$ cat src/rtl/demux_sched.sv
// demux_sched: round-robin scheduler feeding a 1-to-4 demultiplexer.
//
// Each of four output channels raises its req bit when it wants the serial
// stream. One channel at a time holds the grant for up to BURST cycles.
// Every grant is followed by exactly one idle GAP cycle. The winner of the
// next grant is chosen round-robin, starting from the channel after the last
// one granted.
//
// Ports:
//   clk    - system clock, rising edge
//   rst    - synchronous active-high reset
//   req    - per-channel request, bit i = channel i wants data
//   din    - serial data bit routed to the granted channel
//   sel    - demux select, index of the granted channel (held through GAP)
//   x_out  - din delayed one cycle while granted, else 0
//   en     - high while a channel holds the grant
//   grant  - one-hot grant, all-zero when no channel is granted
//
// All outputs are registered. There is no combinational path from the
// inputs to the outputs.
module demux_sched #(
    parameter int BURST = 4,
    parameter int CNT_W = 8
) (
    input  logic       clk,
    input  logic       rst,
    input  logic [3:0] req,
    input  logic       din,
    output logic [1:0] sel,
    output logic       x_out,
    output logic       en,
    output logic [3:0] grant
);

    typedef enum logic [1:0] {
        IDLE,
        GRANT,
        GAP
    } state_t;

    state_t           state;
    logic [CNT_W-1:0] cnt;
    logic [1:0]       ptr;
    logic [1:0]       winner;
    logic             burst_done;

    // Round-robin pick. The loop walks offsets from far to near, so the
    // requester closest to ptr (mod 4) is written last and wins.
    always_comb begin
        winner = ptr;
        for (int i = 3; i >= 0; i--) begin
            if (req[ptr + 2'(i)]) begin
                winner = ptr + 2'(i);
            end
        end
    end

    assign burst_done = (cnt == CNT_W'(BURST - 1));

    always_ff @(posedge clk) begin
        if (rst) begin
            state <= IDLE;
            sel   <= 2'b00;
            grant <= 4'b0000;
            en    <= 1'b0;
            x_out <= 1'b0;
            cnt   <= '0;
            ptr   <= 2'b00;
        end else begin
            case (state)
                GRANT: begin
                    // Release on a full burst or when the owner drops its
                    // request. Requests on other channels are ignored here.
                    if (burst_done || !req[sel]) begin
                        state <= GAP;
                        grant <= 4'b0000;
                        en    <= 1'b0;
                        x_out <= 1'b0;
                    end else begin
                        cnt   <= cnt + CNT_W'(1);
                        x_out <= din;
                    end
                end
                IDLE, GAP: begin
                    if (req != 4'b0000) begin
                        state <= GRANT;
                        sel   <= winner;
                        grant <= 4'b0001 << winner;
                        en    <= 1'b1;
                        x_out <= din;
                        cnt   <= '0;
                        ptr   <= winner + 2'd1;
                    end else begin
                        // sel keeps its last value while nothing is granted.
                        state <= IDLE;
                        x_out <= 1'b0;
                    end
                end
                default: begin
                    state <= IDLE;
                    grant <= 4'b0000;
                    en    <= 1'b0;
                    x_out <= 1'b0;
                end
            endcase
        end
    end

endmodule
$ cat config.mk
export PLATFORM = sky130hd
export DESIGN_NAME = demux_sched
export DESIGN_NICKNAME = d
export VERILOG_FILES = /design/src/rtl/demux_sched.sv
export SDC_FILE = /design/constraint.sdc
export NUM_CORES = 1
export LEC_CHECK = 0
export BUFFER_PORTS_ARGS = -buffer_cell sky130_fd_sc_hd__buf_4
export CAP_MARGIN = 20
export CELL_PAD_IN_SITES_DETAIL_PLACEMENT = 0
export CELL_PAD_IN_SITES_GLOBAL_PLACEMENT = 1
export CORE_ASPECT_RATIO = 1.25
export CORE_UTILIZATION = 31
export CTS_CLUSTER_SIZE = 14
export DETAILED_ROUTE_END_ITERATION = 8
export PLACE_DENSITY_LB_ADDON = 0.2
export SYNTH_ARGS = -nofsm -noshare
export SYNTH_HDL_FRONTEND = slang
export SYNTH_SLANG_ARGS = --single-unit
$ cat constraint.sdc
create_clock -name clk -period 2 [get_ports clk]
set_input_delay 0 -clock clk [delete_from_list [all_inputs] [get_ports clk]]
set_output_delay 0 -clock clk [all_outputs]
set_load 0.005 [all_outputs]
# Yosys cells after proc, flatten, opt, wreduce, memory -nomap -nowiden
# Index checks and enable logic that the tools add are counted.
classes:
  muxes: 29
  n_eq_ne: 6
  reduce_logical: 9
  n_lt_le_gt_ge: 5
  add_sub_neg: 5
  shift: 1
op_table:
  columns: ["op", "count"]
  rows:
  - ["two-way mux 8 bit", 2]
  - ["case mux 8 bit (2 select lines)", 1]
  - ["less-than comparator 2 x 3 -> 1 bit (second input constant)", 5]
  - ["binary-select mux 1 bit (select 2 bit)", 5]
  - ["two-way mux 1 bit", 10]
  - ["two-way mux 2 bit", 5]
  - ["adder 8 x 1 -> 8 bit (second input constant)", 1]
  - ["equality test 8 x 2 -> 1 bit (second input constant)", 1]
  - ["two-way mux 4 bit", 2]
  - ["case mux 4 bit (2 select lines)", 1]
  - ["inequality test 2 bit (second input constant)", 3]
  - ["adder 2 x 1 -> 2 bit (second input constant)", 2]
  - ["adder 2 bit (second input constant)", 2]
  - ["case mux 1 bit (2 select lines)", 2]
  - ["case mux 2 bit (2 select lines)", 1]
  - ["AND reduction 2 bit", 2]
  - ["nonzero test 4 bit", 1]
  - ["left shift 1 x 2 -> 4 bit (first input constant)", 1]
  - ["AND reduction 3 bit", 1]
  - ["equality test 2 x 1 -> 1 bit (second input constant)", 1]
  - ["equality test 2 bit (second input constant)", 1]
  - ["zero test 2 bit", 1]
  - ["nonzero test 2 bit", 1]
  - ["OR reduction 2 bit", 1]
  - ["2 further kinds", 2]
word_totals:
  out_inout_bits: 8
  register_bits: 20

# Longest topological paths before layout
logic_depth:
  depth_word: 10
  depth_mapped: 7
  mapped_depth_nobuf: 6

# Worst setup path after synthesis
# No wires, ideal clock.
synth_timing:
  path_type: "reg-to-reg"
  startpoint: "reg cnt[0]"
  endpoint: "reg cnt[6]"
  path_stages_with_launch: 8
  t_arrival_ps: 1725
  slack_ps: 157
  n_path_buf: 1
  cell_sequence: "dfxtp_1 ha_1 or4b_1 o211a_1 buf_6 o2111ai_1 xor2_1 nor2_1"
synth_between:
  elab_chain_len: 4
  elab_cells_between_ends: 7
  classes_between: "add/sub: 1; eq/ne: 2; mux: 2; reduce/logical: 2"
synth_lines:
  columns: ["element", "line", "text"]
  rows:
  - ["start: declaration", "42", "logic [CNT_W-1:0] cnt;"]
  - ["start signal: assignment", "80", "cnt <= cnt + CNT_W'(1);"]
  - ["branches (longest 4 deep; another with adder 8 x 1 -> 8 bit)", null, null]
# Parallel ways; which one is timed is not known. The select of a mux whose other input is x is not followed.
# A chain may end at the register's enable or synchronous reset.

# Worst setup path in the final report
layout_timing:
  startpoint: "reg cnt[1]"
  endpoint: "reg cnt[4]"
# The elaborated chain is that of the path after synthesis.

==> key figures <==
Detailed routing
  • DRC viols: 0
  • Vias per Instance: ~5.1
  • Drt wl/cell: 12.9 um
  • Routed vias: between 800 and 900
  • Post-detailed-route count of antenna-violating nets: 0
  • DR pass1 iterations: 4
  • DR iter-0 viols: 12
  • Post-Route WL: 2050 um

Synth
  • Post-Syn Area: 967 um2
  • Synth Warn #: 0
  • Seq/Total Area, Yosys: between 40 and 50%
  • Number of synthesized flops with an enable pin: 0
  • Top cells by area, synth: dfxtp_1, nor2_1, a21oi_1
  • Cell variety after synth: 38
  • Area leader, netlist: dfxtp_1
  • Most numerous cell in the Yosys netlist: dfxtp_1
  • Post-synth top flop: dfxtp_1
  • Syn avg cell area: 9.04 um2
  • Post-Syn Instances: between 100 and 150
  • Commonest cells in the netlist: dfxtp_1, nor2_1, a21oi_1, o21ai_0, xor2_1
  • Asr flop ratio synth: 0%
  • #FFs+latches synth: 20
  • Share of the synthesized area in the top cell type: between 40% and 50%
  • Syn nets: 115

STA
  • Minimum clock period: around 1.9 ns
  • Worst setup margin: between 0.1 and 0.15 ns
  • Worst slew margin: around 45%
  • Skew final: 0.000710 ns
  • Hold Vio Cnt, Final: 0
  • Fin. max-slew vios: 0
  • Unrepaired setup endpoints after global routing: no
  • Final worst-path cycle share: ~94%
  • Worst-Margin Slew: approximately 0.83 ns
  • Final setup viols: 0
  • Hold_ws: around 0.22 ns
  • Setup tns final: 0 ns
  • Fmax: approximately 530 MHz

Clocking
  • Worst-Skew Late Latency: 0.28 ns
  • Setup bufs post-CTS: 0
  • Num CTS Buffers: 3
  • Bufs on Longest Clock Path: 2
  • CTS root buffer: clkbuf_4
  • Clock-pin transition on the worst setup and hold timing paths: roughly 0.10 ns
  • CTS tree: done
  • Clock sinks: 20
  • H-tree depth: 1

Power
  • Max VDD drop: 0.237 mV
  • Pwr dens: 725 nW/um2
  • Pleak: about 0.00046 uW

Global routing
  • Global-route wire length before repair: approximately 3600 um
  • Initial antenna violation count: 0
  • Largest net degree at the start of global routing: 16
  • Global Route Usage Sum: 14.4%
  • Via count of the first global-routing pass: slightly below 800
  • GRT overflow: 0

Layout
  • Antenna fix cells: 0
  • Area growth syn-to-layout: 18.8%
  • Cell area after layout: 1150 um2
  • Layout cells sized above 1: 21.3%
  • Fin cells: between 150 and 200
  • Final #Nets: about 130

Floorplanning
  • Std-Cell Rows: 22
  • Core Area: roughly 2900 um2
  • Die span in y: between 60 and 70 um
  • Initial Util: 32.8%
  • Total I/O pin count: 15
  • Die area: 3350 um2
  • Die width: approximately 52 um

Place
  • Inst Count DP: 153
  • Post-DP Area: 1100 um2
  • Post-DP HPWL: 1530 um
  • GP Congestion: 0.767
  • Port-buffer cells: 14
  • Worst slack, placed: between 0.08 and 0.09 ns

Worst hold path
  • Worst min-delay path class: in -> reg

Worst setup path
  • Critical path type: reg -> reg
  • WP data arrival: approximately 2 ns
  • CP Max Fanout: 10
  • Crit end category: register
  • CP startpoint kind: register
  • R2r setup slk: 0.13 ns
  • CP Data Required Time: 2.18 ns

Status
  • Status: complete, no violations

Flow run
  • Max_cap viols: 0
## cell type report
cell class,instances,area [um2]
inverter,3,11.3
fill,312,1800
timing repair buffer,17,133
tap,36,45.0
sequential,20,402
clock buffer,3,22.5
multi-input combinational,79,536
## final timing paths
check	depth (start not counted)	to	start
hold reg to reg	2	sel[1]$_SDFFE_PP0P_	sel[1]$_SDFFE_PP0P_
setup / recovery	6	cnt[4]$_SDFFE_PP0P_	cnt[1]$_SDFFE_PP0P_
setup reg to reg	6	cnt[4]$_SDFFE_PP0P_	cnt[1]$_SDFFE_PP0P_
hold / removal	4	ptr[1]$_SDFFE_PP0P_	req[3]
## layer usage
metal | global-route usage (%) | wire length (um)
met5 | 0 | 0
met4 | 8.11 | 37
met3 | 2.11 | 55
met2 | 22.1 | 991
met1 | 18.7 | 961
## through the flow
step                      power, uW  util (%)
final                           833      39.0
after global routing            896      39.0
after CTS                       848      38.7
after detailed placement        655      37.3
after global placement          654      37.3
after floorplan                 594         -
## worst max-delay path: stages, from the launching register on
cell and delay (ns):
dfxtp_1 0.36, ha_1 0.17, or4b_1 0.48, o211a_4 0.31, o2111ai_1 0.23, xor2_1 0.17, nor2_1 0.05
## where the power goes
part | internal (uW) | leakage [uW] | switching, uW | total, uW
logic | 96.6 | 0.000278 | 102 | 199
registers | 427 | 0.000164 | 26.5 | 453
clock network | 69.9 | 0.0000138 | 111 | 181
## state kept, by name, summed over array words and instances (netlist names)
register and flops:
cnt 8, grant 4, ptr 2, sel 2
state 2, en 1, x_out 1
## repair_timing
item	4_1_cts	5_1_grt
resized for setup	0	3
hold buffers	2	0
hold endpoints to repair	14	0
endpoints found under the setup margin	0	9
## placed cells by master, fill, tap and decap left out, types with 2 or more instances in the layout
| cell | synthesis | routed |
|---|---|---|
| o21ai_0 | 5 | 5 |
| a22oi_1 | 2 | 2 |
| or2_2 | 3 | 3 |
| o2111ai_1 | 2 | 2 |
| nand2b_1 | 3 | 3 |
| inv_1 | 3 | 3 |
| dlygate4sd3_1 | 0 | 2 |
| and3_1 | 3 | 3 |
| o22a_1 | 2 | 2 |
| clkbuf_4 | 0 | 3 |
| or3_1 | 2 | 2 |
| dfxtp_1 | 20 | 19 |
| xor2_1 | 4 | 4 |
| a211oi_1 | 2 | 2 |
| a32oi_1 | 2 | 2 |
| nand3_1 | 2 | 2 |
| nand2_1 | 3 | 3 |
| nor2_1 | 15 | 15 |
| a21oi_1 | 10 | 10 |
| buf_4 | 0 | 15 |
| nor3b_1 | 2 | 2 |
## cell families after synthesis
group           share of synthesized area [%]
simple gates                             21.2
compound gates                           24.2
flops                                    41.4
buf+inv                                  4.01
xor+xnor                                 4.53
mux                                      3.36
fa+ha+maj                                1.29
Power figures use the tool's default switching activity.
